==> src/rtl/mul16_pp_scheduler.sv <==
// ---------------------------------------------------------------------------
// mul16_pp_scheduler
//
// Runs one 16x16 unsigned multiply through a shared pair of external 8x8
// multipliers. The four byte partial products are issued over two cycles and
// summed with the right shifts into a 32-bit result. In SEW8 mode the two
// lanes are independent 8x8 products, issued in one cycle, with no cross terms.
//
// Ports
//   clk, rst              clock (posedge) and synchronous active-high reset
//   in_valid / in_ready   request handshake; op_a, op_b, sew8 latched on accept
//   sew8                  0: one 16x16 product, 1: two 8x8 lane products
//   op_a, op_b            operands {hi byte, lo byte}
//   mul_en                mul_a0/b0/a1/b1 carry valid operands this cycle
//   mul_a0, mul_b0        multiplier-0 operands (0 when mul_en = 0)
//   mul_a1, mul_b1        multiplier-1 operands (0 when mul_en = 0)
//   mul_p0, mul_p1        products, valid MUL_LAT cycles after issue
//   out_valid / out_ready result handshake; result held until accepted
//   result                32-bit product
// ---------------------------------------------------------------------------
module mul16_pp_scheduler #(
    parameter int MUL_LAT = 1   // external multiplier latency, 1..4
) (
    input  logic        clk,
    input  logic        rst,
    input  logic        in_valid,
    output logic        in_ready,
    input  logic        sew8,
    input  logic [15:0] op_a,
    input  logic [15:0] op_b,
    output logic        mul_en,
    output logic [7:0]  mul_a0,
    output logic [7:0]  mul_b0,
    output logic [7:0]  mul_a1,
    output logic [7:0]  mul_b1,
    input  logic [15:0] mul_p0,
    input  logic [15:0] mul_p1,
    output logic        out_valid,
    input  logic        out_ready,
    output logic [31:0] result
);

    typedef enum logic [2:0] {
        IDLE   = 3'd0,
        ISSUE0 = 3'd1,
        ISSUE1 = 3'd2,
        DRAIN  = 3'd3,
        DONE   = 3'd4
    } state_t;

    state_t state_reg, state_next;

    logic [15:0] a_reg, b_reg;
    logic        sew8_reg;
    logic [32:0] acc_reg;

    // Tag pipe: one {valid, phase} entry per issue, MUL_LAT deep, so the tag
    // leaves the last stage in the same cycle its products sit on mul_p*.
    logic [MUL_LAT-1:0] tag_valid_reg, tag_valid_next;
    logic [MUL_LAT-1:0] tag_phase_reg, tag_phase_next;
    logic               issue_phase;
    logic               tag_out_valid, tag_out_phase;

    logic        accept;
    logic [16:0] cross_sum;

    assign in_ready  = (state_reg == IDLE) && !rst;
    assign accept    = in_valid && in_ready;
    assign out_valid = (state_reg == DONE);
    assign result    = acc_reg[31:0];

    assign tag_valid_next[0] = mul_en;
    assign tag_phase_next[0] = issue_phase;

    genvar gi;
    generate
        for (gi = 1; gi < MUL_LAT; gi++) begin : g_tag_shift
            assign tag_valid_next[gi] = tag_valid_reg[gi-1];
            assign tag_phase_next[gi] = tag_phase_reg[gi-1];
        end
    endgenerate

    assign tag_out_valid = tag_valid_reg[MUL_LAT-1];
    assign tag_out_phase = tag_phase_reg[MUL_LAT-1];

    // Cross products can each reach 0xFE01; their sum needs the 17th bit.
    assign cross_sum = {1'b0, mul_p0} + {1'b0, mul_p1};

    always_ff @(posedge clk) begin
        if (rst) begin
            state_reg     <= IDLE;
            tag_valid_reg <= '0;
            tag_phase_reg <= '0;
            a_reg         <= '0;
            b_reg         <= '0;
            sew8_reg      <= 1'b0;
            acc_reg       <= '0;
        end else begin
            state_reg     <= state_next;
            tag_valid_reg <= tag_valid_next;
            tag_phase_reg <= tag_phase_next;
            if (accept) begin
                a_reg    <= op_a;
                b_reg    <= op_b;
                sew8_reg <= sew8;
                acc_reg  <= '0;
            end else if (tag_out_valid) begin
                if (!tag_out_phase) begin
                    // HH lands in the upper half, LL in the lower half; in
                    // SEW8 mode this is already the pair of lane products.
                    acc_reg <= {1'b0, mul_p1, mul_p0};
                end else begin
                    acc_reg <= acc_reg + {8'd0, cross_sum, 8'd0};
                end
            end
        end
    end

    always_comb begin
        state_next  = state_reg;
        mul_en      = 1'b0;
        issue_phase = 1'b0;
        mul_a0      = 8'd0;
        mul_b0      = 8'd0;
        mul_a1      = 8'd0;
        mul_b1      = 8'd0;
        case (state_reg)
            IDLE: begin
                if (accept) begin
                    state_next = ISSUE0;
                end
            end
            ISSUE0: begin
                mul_en     = 1'b1;
                mul_a0     = a_reg[7:0];
                mul_b0     = b_reg[7:0];
                mul_a1     = a_reg[15:8];
                mul_b1     = b_reg[15:8];
                state_next = sew8_reg ? DRAIN : ISSUE1;
            end
            ISSUE1: begin
                mul_en      = 1'b1;
                issue_phase = 1'b1;
                mul_a0      = a_reg[7:0];
                mul_b0      = b_reg[15:8];
                mul_a1      = a_reg[15:8];
                mul_b1      = b_reg[7:0];
                state_next  = DRAIN;
            end
            DRAIN: begin
                // The last phase is 0 in SEW8 mode, 1 otherwise.
                if (tag_out_valid && (tag_out_phase == !sew8_reg)) begin
                    state_next = DONE;
                end
            end
            DONE: begin
                if (out_ready) begin
                    state_next = IDLE;
                end
            end
            default: begin
                state_next = IDLE;
            end
        endcase
    end

endmodule

==> config.mk <==
export PLATFORM = sky130hd
export DESIGN_NAME = mul16_pp_scheduler
export DESIGN_NICKNAME = d
export VERILOG_FILES = /design/src/rtl/mul16_pp_scheduler.sv
export SDC_FILE = /design/constraint.sdc
export NUM_CORES = 1
export LEC_CHECK = 0
export ABC_AREA = 1
export CAP_MARGIN = 5
export CORE_ASPECT_RATIO = 2
export CORE_MARGIN = 3
export CORE_UTILIZATION = 40
export DETAILED_ROUTE_END_ITERATION = 16
export PLACE_DENSITY = 0.66
export RECOVER_POWER = 25
export SLEW_MARGIN = 20
export SYNTH_ARGS = -nofsm -noshare
export SYNTH_HDL_FRONTEND = slang
export SYNTH_SLANG_ARGS = --single-unit
==> constraint.sdc <==
create_clock -name clk -period 7.45 [get_ports clk]
set_input_delay 1.49 -clock clk [delete_from_list [all_inputs] [get_ports clk]]
set_output_delay 1.49 -clock clk [all_outputs]
set_load 0.05 [all_outputs]
; ---- Yosys cells after proc, flatten, opt, wreduce, memory -nomap -nowiden
; Index checks and enable logic that the tools add are counted.
[totals]
mem_bits_ro = 0
mem_bits_rw = 0
n_memories = 0
output_inout_bits = 67
reg_bits = 71
in_bits = 69
latch_bits = 0
[classes]
n_lt_le_gt_ge = 0
add_sub_neg = 2
n_mul = 0
mux = 12
reduce_logical = 9
shift = 0
n_eq_ne = 8
bitwise_logic = 0
div_mod_pow = 0
[op_table]
columns = op, n
row1 = 33-bit by 25-bit adder with 33-bit output, 1
row2 = 33-bit 2-to-1 mux, 1
row3 = 8-bit case mux with 2 select lines, 2
row4 = 16-bit by 16-bit adder with 17-bit output, 1
row5 = 8-bit 2-to-1 mux, 2
row6 = 3-bit case mux with 5 select lines, 1
row7 = 3-bit 2-to-1 mux, 3
row8 = "3-bit by 2-bit == test with 1-bit output, second input constant", 2
row9 = "2-bit inequality test, second input constant", 2
row10 = 2-bit OR reduction, 2
row11 = "3-bit by 1-bit == test with 1-bit output, second input constant", 1
row12 = "3-bit == test, second input constant", 1
row13 = 1-bit logical AND, 3
row14 = 3-bit zero test, 1
row15 = 1-bit 2-to-1 mux, 3
row16 = 3-bit AND reduction, 1
row17 = 1-bit zero test, 2
row18 = "2-bit by 1-bit inequality test with 1-bit output, second input constant", 1
row19 = 1-bit == test, 1

; ---- Longest topological paths before layout
; Gate-level depths: netlist of run 1.
[logic_depth]
word_depth = 5
ltp_mapped = 22

; ---- Worst setup path before layout of run 1
; No wires, ideal clock.
[synth_timing]
kind = input-to-reg
start = in mul_p0[0]
end = reg acc_reg[31]
required_ns = 7.335
path_stages = 18
setup_ns = 0.115
slack_ns = 3.313
path_buffers = 0
arrival_ns = 4.022
path_cell_list = ha_1 inv_1 fa_1 o21ai_2 a21boi_1 o21ai_0 a21oi_1 xnor2_1 ha_1 nand2_1 nor2_1 nand2_1 nor2_1 nand2_1 nand4_1 nand3_2 nand2_2 a21oi_2
[synth_between]
elab_chain_len = 3
[synth_rtl]
columns = item, line
row1 = "start, declared", 36  ; input logic [15:0] mul_p0,
row2 = 16-bit by 16-bit adder with 17-bit output, 87  ; assign cross_sum = {1'b0, mul_p0} + {1'b0, mul_p1};
row3 = 33-bit by 25-bit adder with 33-bit output, 113  ; acc_reg <= acc_reg + {8'd0, cross_sum, 8'd0};
row4 = 33-bit 2-to-1 mux, 108  ; if (!tag_out_phase) begin
row5 = "end signal, assigned", 111  ; acc_reg <= {1'b0, mul_p1, mul_p0};
row6 = "end signal, assigned", 113
row7 = "end, declared", 55  ; logic [32:0] acc_reg;
; No other way between the ends.
; A chain may end at the register's enable or synchronous reset.

; ---- Final worst setup path of run 1
[layout_timing]
start = in rst
end = out in_ready
[layout_between]
elab_chain_len = 2
[layout_rtl]
columns = item, line
row1 = "start, declared", 25  ; input logic rst,
row2 = 1-bit zero test, 67  ; assign in_ready = (state_reg == IDLE) && !rst;
row3 = 1-bit logical AND, 67
row4 = "end, declared", 27  ; output logic in_ready,
; No other way between the ends.

==> impl_metrics.json, run 1 <==
{
  "cts_made_buffers": 9,
  "crit_path_end_kind": "output port",
  "nets": 1048,
  "synthesis.area_um2": 5250,
  "area_growth_pct": 32.2,
  "synthDistinctLibCells": 37,
  "cts-root-buf": "clkbuf_16",
  "crit_family": "buffers and inverters",
  "hold_viol": 0,
  "cp_data_arrival_time_ns": 3.56,
  "required_ns": 5.96,
  "grt_max_degree": 47,
  "syn_nets": 926,
  "dp.cells": 1080,
  "fmax_ghz": 0.198,
  "post_cts_buffers": 0,
  "maxSlewViolCount": 0,
  "synth.top_cell.area_share_pct": 26.7,
  "cts_buffer_depth": 2,
  "ys.warnings.count": 0,
  "antenna_cells": 0,
  "period_minus_slack_ns": 5.05,
  "port_buffers": 135,
  "period_share_pct": 67.8,
  "dp_hpwl_um": 15200,
  "clock_latency_ns": 0.34,
  "synthCells": 819,
  "rows": 58,
  "fin_area_um2": 6940,
  "p_leak_nw": 3.09,
  "crit_fanout": 35,
  "skew_ns": 0.00644,
  "ys_seq_area_share_pct": 26.7,
  "crit_slowest_cell": "clkdlybuf4s50_1",
  "htreeDepth": 3,
  "cp_num_buf_inv": 2,
  "slew_headroom_pct": 39.3,
  "core_area_um2": 12700,
  "post_dp_cell_area_um2": 6650,
  "ant_nets": 0,
  "drive_gt1_share_pct": 7.29,
  "peakVddDrop_v": 0.000231,
  "route.detailed.drc": 0,
  "status": "finished clean",
  "path_cells": "dlygate4sd3_1 > nor2_8 > clkdlybuf4s50_1",
  "synth_area_leaders": "dfxtp_1, nand2_1, ha_1",
  "fp.dieArea_um2": 14600,
  "antenna_found_initial": 0,
  "die_w_um": 87.0,
  "vias": 5732,
  "start_kind": "input port",
  "cts.sinks": 70,
  "holdWs_ns": 0.458,
  "synth-seq-cells": 70,
  "setup_violations": 0,
  "gp_congestion": 0.962,
  "ctsHoldBuffers": 0,
  "via_per_inst": 5.23,
  "grt_overflow_total": 0,
  "clk_pin_slew_ns": 0.06,
  "drt_iter0_markers": 372,
  "ctsResizeCount": 0,
  "final_cells": 1096,
  "grt_setup_unrepaired": "false",
  "holdCritPathClass": "flip-flop to flip-flop",
  "grt_pass1_wl_um": 29800,
  "powerDensity_nw_per_um2": 294,
  "cap_violations": 0,
  "setup_tns_ns": 0,
  "wl_per_cell_um": 17.3,
  "grt.total_usage_pct": 26.4,
  "initial_core_util_pct": 41.3,
  "synth_top_area_cell": "dfxtp_1",
  "tritoncts": "yes",
  "io_pins": 136,
  "largest_reg_flops": 32,
  "grt_pass1_vias": 5906,
  "critPathMaxStageDelay_ns": 0.90,
  "die_y_um": 168,
  "critPathKind": "input port to output port",
  "worst_pin_slew_ns": 0.909,
  "syn_avg_cell_area_um2": 6.41,
  "drt_first_pass_iters": 6,
  "wl_um": 19000
}
## cell families after synthesis
kind of cell             after synthesis  synth area share [%]
AO/OA/AOI/OAI                        141                  15.5
flip-flops                            70                  26.7
adder cells (fa/ha/maj)               38                  9.35
AND/OR/NAND/NOR                      408                  34.3
buffers and inverters                147                  11.6
XOR/XNOR                              15                  2.50
## synthesized netlist by cell type
cell type and n:
nor2_1 49, nor2_4 3, and2_1 2, o22ai_1 18, a31oi_1 8, xnor2_1 6, a21oi_2 4, buf_1 1
inv_1 115, nand2_2 13, a21oi_1 54, buf_6 4, a21o_1 2, nor2_8 1, dfxtp_1 70, o21ai_0 27
nand3_1 76, inv_2 4, ha_1 36, clkinv_1 1, a311oi_1 1, o211ai_1 3, buf_4 4, nor2_2 5
clkbuf_1 9, nand4_1 11, o21ai_1 12, nor3_1 3, or2_2 2, xor2_1 9, buf_2 9, nor3_2 1
nand2_1 235, o21ai_2 11, nand3_2 7, a21boi_1 1, fa_1 2
## stage by stage
stage          utilization (%)  worst slack, ns  total power, mW
5_1_grt                   54.6             2.32             2.16
3_3_place_gp              52.4             2.43             1.62
6_report                  54.6             2.40             2.04
2_1_floorplan                -             3.31             1.28
4_1_cts                   54.7             2.45             2.05
3_5_place_dp              52.4             2.40             1.62
## final timing paths
check | start | endpoint | slack, ns | cells after the start
worst max-delay path | rst | in_ready | 2.40 | 3
worst min-delay path | acc_reg[0]$_SDFFE_PP0P_ | acc_reg[0]$_SDFFE_PP0P_ | 0.46 | 2
worst max register to register | state_reg[1]$_SDFFE_PP0P_ | acc_reg[11]$_SDFFE_PP0P_ | 4.79 | 9
worst min register to register | acc_reg[0]$_SDFFE_PP0P_ | acc_reg[0]$_SDFFE_PP0P_ | 0.46 | 2
## worst min-delay path, cell delays in order, from the launching register on
cell and delay, ns:
dfxtp_1 0.31, nand2_1 0.06, a21oi_1 0.05
## where the power goes
| part | internal, mW | total [mW] | switching, mW |
|---|---|---|---|
| registers | 0.455 | 0.522 | 0.0670 |
| logic | 0.331 | 1.08 | 0.752 |
| clock network | 0.240 | 0.431 | 0.191 |
## layer usage
layer	share of wire, %	global-route usage (%)
met1	34	24.9
met2	53	48.9
met3	5.2	4.60
met4	7.1	18.6
met5	0	0
## cell usage in the layout, fill, tap and decap left out, types with 18 or more instances in the layout
cell	synthesis	routed
dfxtp_1	70	70
clkdlybuf4s50_1	0	105
ha_1	36	36
o22ai_1	18	18
o21ai_0	27	27
nand2_1	235	236
inv_1	115	115
a21oi_1	54	54
nand3_1	76	76
nor2_1	49	49
dlygate4sd3_1	0	30
## final cells by class
class | count | area [um^2]
clock buffer | 10 | 239
clock inverter | 6 | 51.3
fill | 1257 | 5760
inverter | 120 | 450
multi-input combinational | 602 | 3230
sequential | 70 | 1400
tap | 150 | 188
timing repair buffer | 138 | 1370
(Power assumes the default switching activity.)
==> run 2, diff against run 1 <==
==> constraint.sdc (replaced) <==
create_clock -name clk -period 4.8 [get_ports clk]
set_input_delay 0.96 -clock clk [delete_from_list [all_inputs] [get_ports clk]]
set_output_delay 0.96 -clock clk [all_outputs]
set_load 0.05 [all_outputs]
==> impl_metrics.json, run 2 (same netlist as run 1, synthesis figures left out) <==
{
  "critPathKind": "input port to flip-flop",
  "fin_area_um2": 6970,
  "slew_headroom_pct": 39.3,
  "drt_first_pass_iters": 8,
  "area_growth_pct": 32.9,
  "setup_ws_ns": 0.545,
  "critPathMaxStageDelay_ns": 0.50,
  "holdCritPathClass": "flip-flop to flip-flop",
  "core_area_um2": 12700,
  "nets": 1049,
  "cts-root-buf": "clkbuf_16",
  "fp.dieArea_um2": 14600,
  "antenna_cells": 0,
  "cts.sinks": 70,
  "drt_iter0_markers": 211,
  "io_pins": 136,
  "period_minus_slack_ns": 4.26,
  "cp_num_buf_inv": 2,
  "post_cts_buffers": 0,
  "grt_pass1_vias": 5984,
  "cp_data_arrival_time_ns": 4.46,
  "dp_hpwl_um": 15300,
  "skew_ns": 0.00532,
  "place_ws_ns": 0.224,
  "die_y_um": 168,
  "rows": 58,
  "crit_fanout": 4,
  "die_w_um": 87.0,
  "hold_viol": 0,
  "ctsHoldBuffers": 0,
  "port_buffers": 135,
  "grt.total_usage_pct": 26.7,
  "ctsResizeCount": 0,
  "setup_tns_ns": 0,
  "grt_setup_unrepaired": "false",
  "route.detailed.drc": 0,
  "setup_violations": 0,
  "crit_slowest_cell": "clkdlybuf4s50_1",
  "required_ns": 5.01,
  "vias": 5772,
  "wl_per_cell_um": 17.3,
  "gp_congestion": 1.05,
  "status": "finished clean",
  "grt.met3_usage_pct": 5.73,
  "clock_latency_ns": 0.34,
  "tritoncts": "yes",
  "final_common_cell": "nand2_1",
  "grt_overflow_total": 0,
  "path_cells": "clkdlybuf4s50_1 > ha_1 > inv_1 > fa_1 > o21ai_2 > a21boi_1 > o21ai_0 > a21oi_1 > xnor2_1 > ha_1 > nand2_1 > nor2_1 > nand3_1 > nand3_1 > nand3_1 > nand2_1 > a21oi_1",
  "largest_reg_flops": 32,
  "grt-busiest-layer": "met2",
  "powerDensity_nw_per_um2": 460,
  "cpMostUsedCell": "nand3_1",
  "fill_cells": 1273,
  "ant_nets": 0,
  "fmax_ghz": 0.235,
  "cts_buffer_depth": 2,
  "maxSlewViolCount": 0,
  "clk_pin_slew_ns": 0.07,
  "wl_um": 19000,
  "via_per_inst": 5.26,
  "post_dp_cell_area_um2": 6670,
  "crit_family": "adder cells",
  "met1_usage_pct": 24.0,
  "antenna_found_initial": 0,
  "worst_pin_slew_ns": 0.910,
  "mostFrequentLayoutCells": "nand2_1, inv_1, clkdlybuf4s50_1",
  "cap_violations": 0,
  "start_kind": "input port",
  "p_leak_nw": 3.11,
  "met2_usage_pct": 49.3,
  "period_share_pct": 88.6,
  "peakVddDrop_v": 0.000326,
  "grt_pass1_wl_um": 30100,
  "drive_gt1_share_pct": 7.39,
  "cts_made_buffers": 9,
  "htreeDepth": 3,
  "grt_max_degree": 42,
  "crit_path_end_kind": "flip-flop",
  "initial_core_util_pct": 41.3
}
run 2: per-layer routing:
metal	vias to the layer above	part of all wire [%]	routed length, um
met4	0	8.6	1630
met3	73	5.6	1060
met2	195	53	10000
li1	2899	-	-
met5	-	0	0
met1	2605	33	6270
run 2: cell type report:
type                    instances  area [um^2]  area share [%]
clock inverters                 7         81.3            1.17
inverters                     120          450            6.46
flip-flops and latches         70         1400            20.1
repair buffers                139         1390            20.0
multi-input cells             602         3230            46.4
well taps                     150          188            2.69
clock buffers                   9          225            3.23
run 2: worst paths after layout:
path | startpoint | endpoint | slack [ns] | cells after the start
worst max register to register | tag_out_phase$_SDFF_PP0_ | state_reg[0]$_SDFFE_PP0P_ | 2.20 | 6
worst min register to register | acc_reg[7]$_SDFFE_PP0P_ | acc_reg[7]$_SDFFE_PP0P_ | 0.46 | 2
worst max-delay path | mul_p0[0] | acc_reg[23]$_SDFFE_PP0P_ | 0.54 | 17
worst min-delay path | acc_reg[7]$_SDFFE_PP0P_ | acc_reg[7]$_SDFFE_PP0P_ | 0.46 | 2
run 2: where the power goes:
part,switching (mW),total [mW],internal (mW)
Sequential,0.115,0.820,0.706
Combinational,1.15,1.68,0.522
Clock,0.301,0.712,0.411
Total,1.57,3.21,1.64
run 2: worst register-to-register path, cell delays in order, from the launching register on:
cell and delay, ns:
dfxtp_1 0.89, nand2_1 0.68, inv_1 0.43, nand2_1 0.09
o211ai_1 0.18, nand4_1 0.13, a21oi_1 0.14
run 2: through the flow:
step           hold slack (ns)  util, %  std cells  total power [mW]
6_report                 0.459     54.9       1097              3.21
3_5_place_dp             0.455     52.5       1081              2.53
3_3_place_gp             0.448     52.5       1081              2.53
5_1_grt                  0.489     54.9       1097              3.40
4_1_cts                  0.469     55.0       1097              3.24
2_1_floorplan            0.437        -        819              1.98
==> run 3, diff against run 2 <==
--- a/config.mk
+++ b/config.mk
@@ -10,6 +10,7 @@
 export CORE_ASPECT_RATIO = 2
 export CORE_MARGIN = 3
 export CORE_UTILIZATION = 40
+export CTS_BUF_LIST = sky130_fd_sc_hd__clkbuf_4 sky130_fd_sc_hd__clkbuf_8 sky130_fd_sc_hd__clkbuf_16
 export DETAILED_ROUTE_END_ITERATION = 16
 export PLACE_DENSITY = 0.66
 export RECOVER_POWER = 25
==> results of run 3 <==
No change in the layout: final DEF, timing and power equal those of run 2.
